<file path="config.mk">
export PLATFORM = sky130hd
export DESIGN_NAME = dice_roller_multi
export DESIGN_NICKNAME = d
export VERILOG_FILES = /design/src/rtl/dice_pkg.sv /design/src/rtl/dice_lfsr.sv /design/src/rtl/dice_roller_multi.sv
export SDC_FILE = /design/constraint.sdc
export NUM_CORES = 1
export LEC_CHECK = 0
export ABC_CLOCK_PERIOD_IN_PS = 2620
export CAP_MARGIN = 15
export CORE_MARGIN = 2
export CORE_UTILIZATION = 51
export CTS_CLUSTER_SIZE = 25
export DETAILED_ROUTE_END_ITERATION = 16
export PLACE_DENSITY = 0.86
export SETUP_SLACK_MARGIN = 0.05
export SLEW_MARGIN = 20
export SYNTH_ARGS = -nofsm -noshare
export SYNTH_HDL_FRONTEND = slang
export SYNTH_SLANG_ARGS = --single-unit
</file>
<file path="constraint.sdc">
create_clock -name clock -period 2.62 [get_ports clock]
set_clock_uncertainty 0.1 [all_clocks]
set_input_delay 0.262 -clock clock [delete_from_list [all_inputs] [get_ports clock]]
set_output_delay 0.262 -clock clock [all_outputs]
set_load 0.01 [all_outputs]
</file>
<file path="src/rtl/dice_pkg.sv">
// Shared types and constants for the multi-die roller: die types, face counts,
// rejection-sampling mask widths, LFSR polynomial and FSM state encoding.
package dice_pkg;

   typedef enum logic [2:0] {
      D2   = 3'd0,
      D4   = 3'd1,
      D6   = 3'd2,
      D8   = 3'd3,
      D10  = 3'd4,
      D12  = 3'd5,
      D20  = 3'd6,
      D100 = 3'd7
   } die_e;

   typedef enum logic [1:0] {
      ST_IDLE = 2'd0,
      ST_ROLL = 2'd1,
      ST_DONE = 2'd2
   } state_e;

   // Right-shifting Galois form of x^32 + x^22 + x^2 + x + 1
   localparam logic [31:0] LFSR_POLY = 32'h8020_0003;

   // Faces per die type
   localparam logic [6:0] DIE_FACES [8] = '{7'd2, 7'd4, 7'd6, 7'd8,
                                            7'd10, 7'd12, 7'd20, 7'd100};

   // Smallest bit width that covers 0..S-1, so rejection rate stays below 50%
   localparam logic [2:0] DIE_BITS [8] = '{3'd1, 3'd2, 3'd3, 3'd3,
                                           3'd4, 3'd4, 3'd5, 3'd7};

   function automatic logic [6:0] die_mask(input logic [2:0] bits);
      return 7'h7F >> (3'd7 - bits);
   endfunction

   function automatic logic [31:0] lfsr_step(input logic [31:0] s);
      return s[0] ? ((s >> 1) ^ LFSR_POLY) : (s >> 1);
   endfunction

endpackage

</file>
<file path="src/rtl/dice_lfsr.sv">
// 32-bit Galois LFSR with step enable, reset seed and a load port.
// A load value of zero would lock the LFSR, so it is replaced by the seed.
module dice_lfsr
   import dice_pkg::*;
#(
   parameter logic [31:0] SEED = 32'hACE1_2468
)
(
   input  logic        clock,
   input  logic        reset_n,
   input  logic        i_en,
   input  logic        i_load,
   input  logic [31:0] i_load_value,
   output logic [6:0]  o_bits
);

   logic [31:0] r_state;
   logic [31:0] w_load_value;

   assign w_load_value = (i_load_value == 32'd0) ? SEED : i_load_value;

   // State register: load wins over stepping
   always_ff @(posedge clock or negedge reset_n) begin
      if (!reset_n) begin
         r_state <= SEED;
      end else if (i_load) begin
         r_state <= w_load_value;
      end else if (i_en) begin
         r_state <= lfsr_step(r_state);
      end
   end

   assign o_bits = r_state[6:0];

endmodule

</file>
<file path="src/rtl/dice_roller_multi.sv">
// Multi-die roller: rolls 1..NUM_DICE_MAX dice of one type per request and
// returns the sum and the largest face over a valid/ready handshake.
// Optional build macro DICE_SEED_LOAD_EN adds seed_load/seed_value ports that
// reseed the LFSR in any state.
//
// state   | meaning
// --------+-----------------------------------------------------------
// IDLE    | req_ready high, waiting for req_valid
// ROLL    | one LFSR draw per cycle, rejected draws retried
// DONE    | res_valid high, result held until res_ready
module dice_roller_multi
   import dice_pkg::*;
#(
   parameter int unsigned NUM_DICE_MAX = 8,
   parameter int unsigned SUM_W        = 10,
   parameter logic [31:0] LFSR_SEED    = 32'hACE1_2468
)
(
   input  logic             clock,
   input  logic             reset_n,
   input  logic             req_valid,
   output logic             req_ready,
   input  logic [2:0]       req_die,
   input  logic [3:0]       req_count,
   output logic             res_valid,
   input  logic             res_ready,
   output logic [SUM_W-1:0] res_sum,
   output logic [6:0]       res_max,
   output logic             busy
`ifdef DICE_SEED_LOAD_EN
   ,
   input  logic             seed_load,
   input  logic [31:0]      seed_value
`endif
);

   localparam logic [3:0] MAX_COUNT = 4'(NUM_DICE_MAX);

   state_e           r_state;
   state_e           w_state_nxt;
   die_e             r_die;
   logic [3:0]       r_left;
   logic [SUM_W-1:0] r_sum;
   logic [6:0]       r_max;

   logic [6:0]       w_lfsr_bits;
   logic [6:0]       w_raw;
   logic [6:0]       w_face;
   logic             w_accept;
   logic [3:0]       w_count_eff;
   logic             w_seed_load;
   logic [31:0]      w_seed_value;

`ifdef DICE_SEED_LOAD_EN
   assign w_seed_load  = seed_load;
   assign w_seed_value = seed_value;
`else
   assign w_seed_load  = 1'b0;
   assign w_seed_value = 32'd0;
`endif

   dice_lfsr #(
      .SEED (LFSR_SEED)
   ) u_lfsr (
      .clock        (clock),
      .reset_n      (reset_n),
      .i_en         (1'b1),
      .i_load       (w_seed_load),
      .i_load_value (w_seed_value),
      .o_bits       (w_lfsr_bits)
   );

   assign w_raw    = w_lfsr_bits & die_mask(DIE_BITS[r_die]);
   assign w_face   = w_raw + 7'd1;
   assign w_accept = (w_raw < DIE_FACES[r_die]);

   assign w_count_eff = (req_count == 4'd0)     ? 4'd1      :
                        (req_count > MAX_COUNT) ? MAX_COUNT : req_count;

   // State register
   always_ff @(posedge clock or negedge reset_n) begin
      if (!reset_n) begin
         r_state <= ST_IDLE;
      end else begin
         r_state <= w_state_nxt;
      end
   end

   // Next-state logic
   always_comb begin
      w_state_nxt = r_state;
      case (r_state)
         ST_IDLE: if (req_valid) w_state_nxt = ST_ROLL;
         ST_ROLL: if (w_accept && (r_left == 4'd1)) w_state_nxt = ST_DONE;
         ST_DONE: if (res_ready) w_state_nxt = ST_IDLE;
         default: w_state_nxt = ST_IDLE;
      endcase
   end

   // Request latch and accumulators; rejected draws leave everything unchanged
   always_ff @(posedge clock or negedge reset_n) begin
      if (!reset_n) begin
         r_die  <= D2;
         r_left <= 4'd0;
         r_sum  <= '0;
         r_max  <= 7'd0;
      end else if ((r_state == ST_IDLE) && req_valid) begin
         r_die  <= die_e'(req_die);
         r_left <= w_count_eff;
         r_sum  <= '0;
         r_max  <= 7'd0;
      end else if ((r_state == ST_ROLL) && w_accept) begin
         r_left <= r_left - 4'd1;
         r_sum  <= r_sum + SUM_W'(w_face);
         if (w_face > r_max) begin
            r_max <= w_face;
         end
      end
   end

   assign req_ready = (r_state == ST_IDLE);
   assign res_valid = (r_state == ST_DONE);
   assign busy      = (r_state != ST_IDLE);
   assign res_sum   = r_sum;
   assign res_max   = r_max;

endmodule

</file>
==> results_dict.tcl <==
set metrics [dict create \
    post_synth_instance_area_um2 2880 \
    synth_top_cells_by_area "sky130_fd_sc_hd__dfrtp_1 39%, sky130_fd_sc_hd__dfstp_2 12%, sky130_fd_sc_hd__ha_1 12%" \
    cts_tree "yes" \
    place_worst_setup_slack_ps -268 \
    drv_slew 0 \
    detail_route.wirelength_um 7430 \
    final.min_clock_period_ps 2880 \
    finalHoldViolations 0 \
    drive_gt1_share_pct 36.9 \
    rsz0062_at_grt "yes" \
    static-leakage-power_uw 0.00195 \
    initial_antenna_violation_count 0 \
    grt_pass1_wl_um 11300 \
    startpoint_type_of_the_worst_setup_path "register" \
    total_of_buffers_placed_on_input_and_output_ports 30 \
    synthesis_warning_total 0 \
    worst_setup_path_end_kind "register" \
    kind_of_critical_path "reg -> reg" \
    async_set_or_reset_flop_fraction_in_the_synthesized_netlist_pct 100 \
    clkSlewWorstSetupHoldPaths_ps 60 \
    worst_path_dominant_cell_family "compound AO/OA/AOI/OAI gates" \
    die_outline_area_um2 6260 \
    filler_cells 333 \
    final_cell_area_um2 4120 \
    worst_ir_drop_vdd_mv 0.824 \
    cts.htree.levels 3 \
    drt_first_pass_iters 4 \
    worstMarginPinSlew_ps 699 \
    cap_viol_max_count 0 \
    failed_checks "setup timing" \
    routed_via_density 5.52 \
    hpwl_um 4310 \
    outcome "complete, but fails checks" \
    top_level_ports 31 \
    drt_drc_violations_left 0 \
    antenna_violating_nets_post_route 0 \
    netlist_instances 260 \
    clockBufferDepth 2 \
    grt.total_usage_pct 24.7 \
    ys_ff_latch 58 \
    fmaxAchievable_mhz 347 \
    worst_skew_pair.late_latency_ps 350 \
    timing.critical_path.required_ps 2740 \
    fin_worst_hold_slack_ps 248 \
    worst_hold_path_type "reg -> reg" \
    synth.avg_cell_area_um2 11.1 \
    postSynth.topFlopCell "sky130_fd_sc_hd__dfrtp_1" \
    fin_util_pct 75.2 \
    yosys.cell_types.count 45 \
    critical-path-max-stage-delay_ps 400 \
    power_density_nw_per_um2 945 \
    die_x_um 79.1 \
    hold_path.startpoint "u_lfsr.r_state[24]$_DFF_PN0_" \
    slew_headroom_pct 53.4 \
    r2r-start "r_die[0]$_DFFE_PN0P_" \
    ys_top_cells_by_count "45 x sky130_fd_sc_hd__dfrtp_1, 27 x sky130_fd_sc_hd__ha_1, 24 x sky130_fd_sc_hd__nand2_1" \
    arrival_ps 3000 \
    layout_worst_path_cycle_share_pct 110 \
    start_util_pct 52.6 \
    post-synth-top-count-cell "sky130_fd_sc_hd__dfrtp_1" \
    fp.coreArea_um2 5470 \
    synth_edf_count 0 \
    synth_top_cell_by_area "sky130_fd_sc_hd__dfrtp_1" \
    dpl_cell_area_um2 3500 \
    areaGrowthSynthToFinish_pct 43.0 \
    critical_path.n_buffers_inverters 1 \
    critPathLaunch "r_die[0]$_DFFE_PN0P_" \
    die_h_um 79.1 \
    antenna_cell_count 0 \
    critical_path_peak_fanout 7 \
    route.vias.total 2295 \
    global_route.overflow_total 0 \
    clock_sink_count 58 \
    ys_seq_area_share_pct 51.0 \
    post-layout-total-power_uw 3890 \
    cp_slowest_cell "sky130_fd_sc_hd__a211o_4" \
    cts_made_buffers 9 \
    cts_root_buffer "sky130_fd_sc_hd__clkbuf_8" \
    std_cell_rows 27 \
    design.final.nets 378 \
    synth_top_area_share_pct 39.1 \
    synth_nets 299 \
    finalWeightedCongestion 0.926 \
    drt-initial-drc-count 179 \
    layout_setup_ws_ps -260 \
    setup_viol 11 \
    grt_max_degree 59 \
    avgRoutedWirePerCell_um 17.9 \
    path_cells "inv_2, ha_4, and2b_1, o2111ai_2, nand3b_1, xnor2_2, ha_1, nand3_2, a21o_1, a211o_4, mux2_4" \
    grt_pass1_vias 2383 \
]
-- cells by family after synthesis --
group	after synthesis	synth area share [%]
multiplexers	11	4.87
buffers and inverters	29	4.09
adder cells (fa/ha/maj)	28	12.4
AO/OA/AOI/OAI	50	11.5
XOR/XNOR	15	4.57
flip-flops	58	51.0
AND/OR/NAND/NOR	69	11.5
-- power by group --
group / switching, uW / internal [uW] / leakage (uW)
Combinational: 867 / 917 / 0.00109
Sequential: 137 / 1020 / 0.000736
Clock: 360 / 587 / 0.000117
Total: 1360 / 2530 / 0.00195
-- final timing paths --
check,endpoint,slack (ps),cells past startpoint
setup / recovery,res_max[5]$_DFFE_PN0P_,-260,11
hold / removal,u_lfsr.r_state[23]$_DFF_PN1_,250,0
setup reg to reg,res_max[5]$_DFFE_PN0P_,-260,11
hold reg to reg,u_lfsr.r_state[23]$_DFF_PN1_,250,0
max in group asynchronous,res_sum[5]$_DFFE_PN0P_,1470,3
min in group asynchronous,r_state[0]$_DFFE_PN0P_,490,3
-- timing repair --
item                       4_1_cts  5_1_grt
hold buffers                     1        0
setup endpoints to repair       18       20
gates resized for setup         35       16
cloned                           0        0
hold endpoints to repair        45        0
setup buffers                   12        5
pin swaps                       27       18
-- stage by stage --
| step | TNS, ps | cells |
|---|---|---|
| final | -1820 | 416 |
| after global placement | -1070 | 386 |
| after CTS | -990 | 413 |
| after detailed placement | -2640 | 386 |
| after floorplan | -919 | 260 |
| after global routing | -3620 | 416 |
-- final cells by class --
cell class / instances / area [um^2] / share of cell area, %
Tap cell: 72 / 90.1 / 2.19
Inverter: 19 / 71.3 / 1.73
Clock buffer: 12 / 155 / 3.77
Timing Repair Buffer: 78 / 673 / 16.4
Multi-Input combinational cell: 173 / 1580 / 38.5
Clock inverter: 4 / 73.8 / 1.79
Sequential cell: 58 / 1470 / 35.7
-- cells in the final DEF, fill, tap and decap left out, types with 6 or more instances in the layout --
| master | instances |
|---|---|
| sky130_fd_sc_hd__nor2_1 | 15 |
| sky130_fd_sc_hd__dfrtp_1 | 45 |
| sky130_fd_sc_hd__buf_4 | 43 |
| sky130_fd_sc_hd__o21ai_0 | 11 |
| sky130_fd_sc_hd__nand2_1 | 21 |
| sky130_fd_sc_hd__inv_1 | 17 |
| sky130_fd_sc_hd__ha_4 | 11 |
| sky130_fd_sc_hd__dfstp_2 | 13 |
| sky130_fd_sc_hd__xnor2_1 | 7 |
| sky130_fd_sc_hd__a21o_1 | 6 |
| sky130_fd_sc_hd__clkbuf_8 | 11 |
| sky130_fd_sc_hd__clkdlybuf4s50_1 | 29 |
| sky130_fd_sc_hd__mux2_4 | 6 |
| sky130_fd_sc_hd__ha_1 | 14 |
-- state kept, by name, indices dropped and copies added, names as in the netlist --
signal and flops:
u_lfsr.r_state 32, res_sum 10, res_max 7, r_left 4
r_die 3, r_state 2
-- per-layer routing --
metal,global-route usage [%],vias up,part of all wire [%]
li1,-,1047,-
met4,12.8,0,4.6
met1,27.4,1140,38
met5,0,-,0
met2,43.1,79,52
met3,6.82,29,4.9
(Power assumes the default switching activity.)
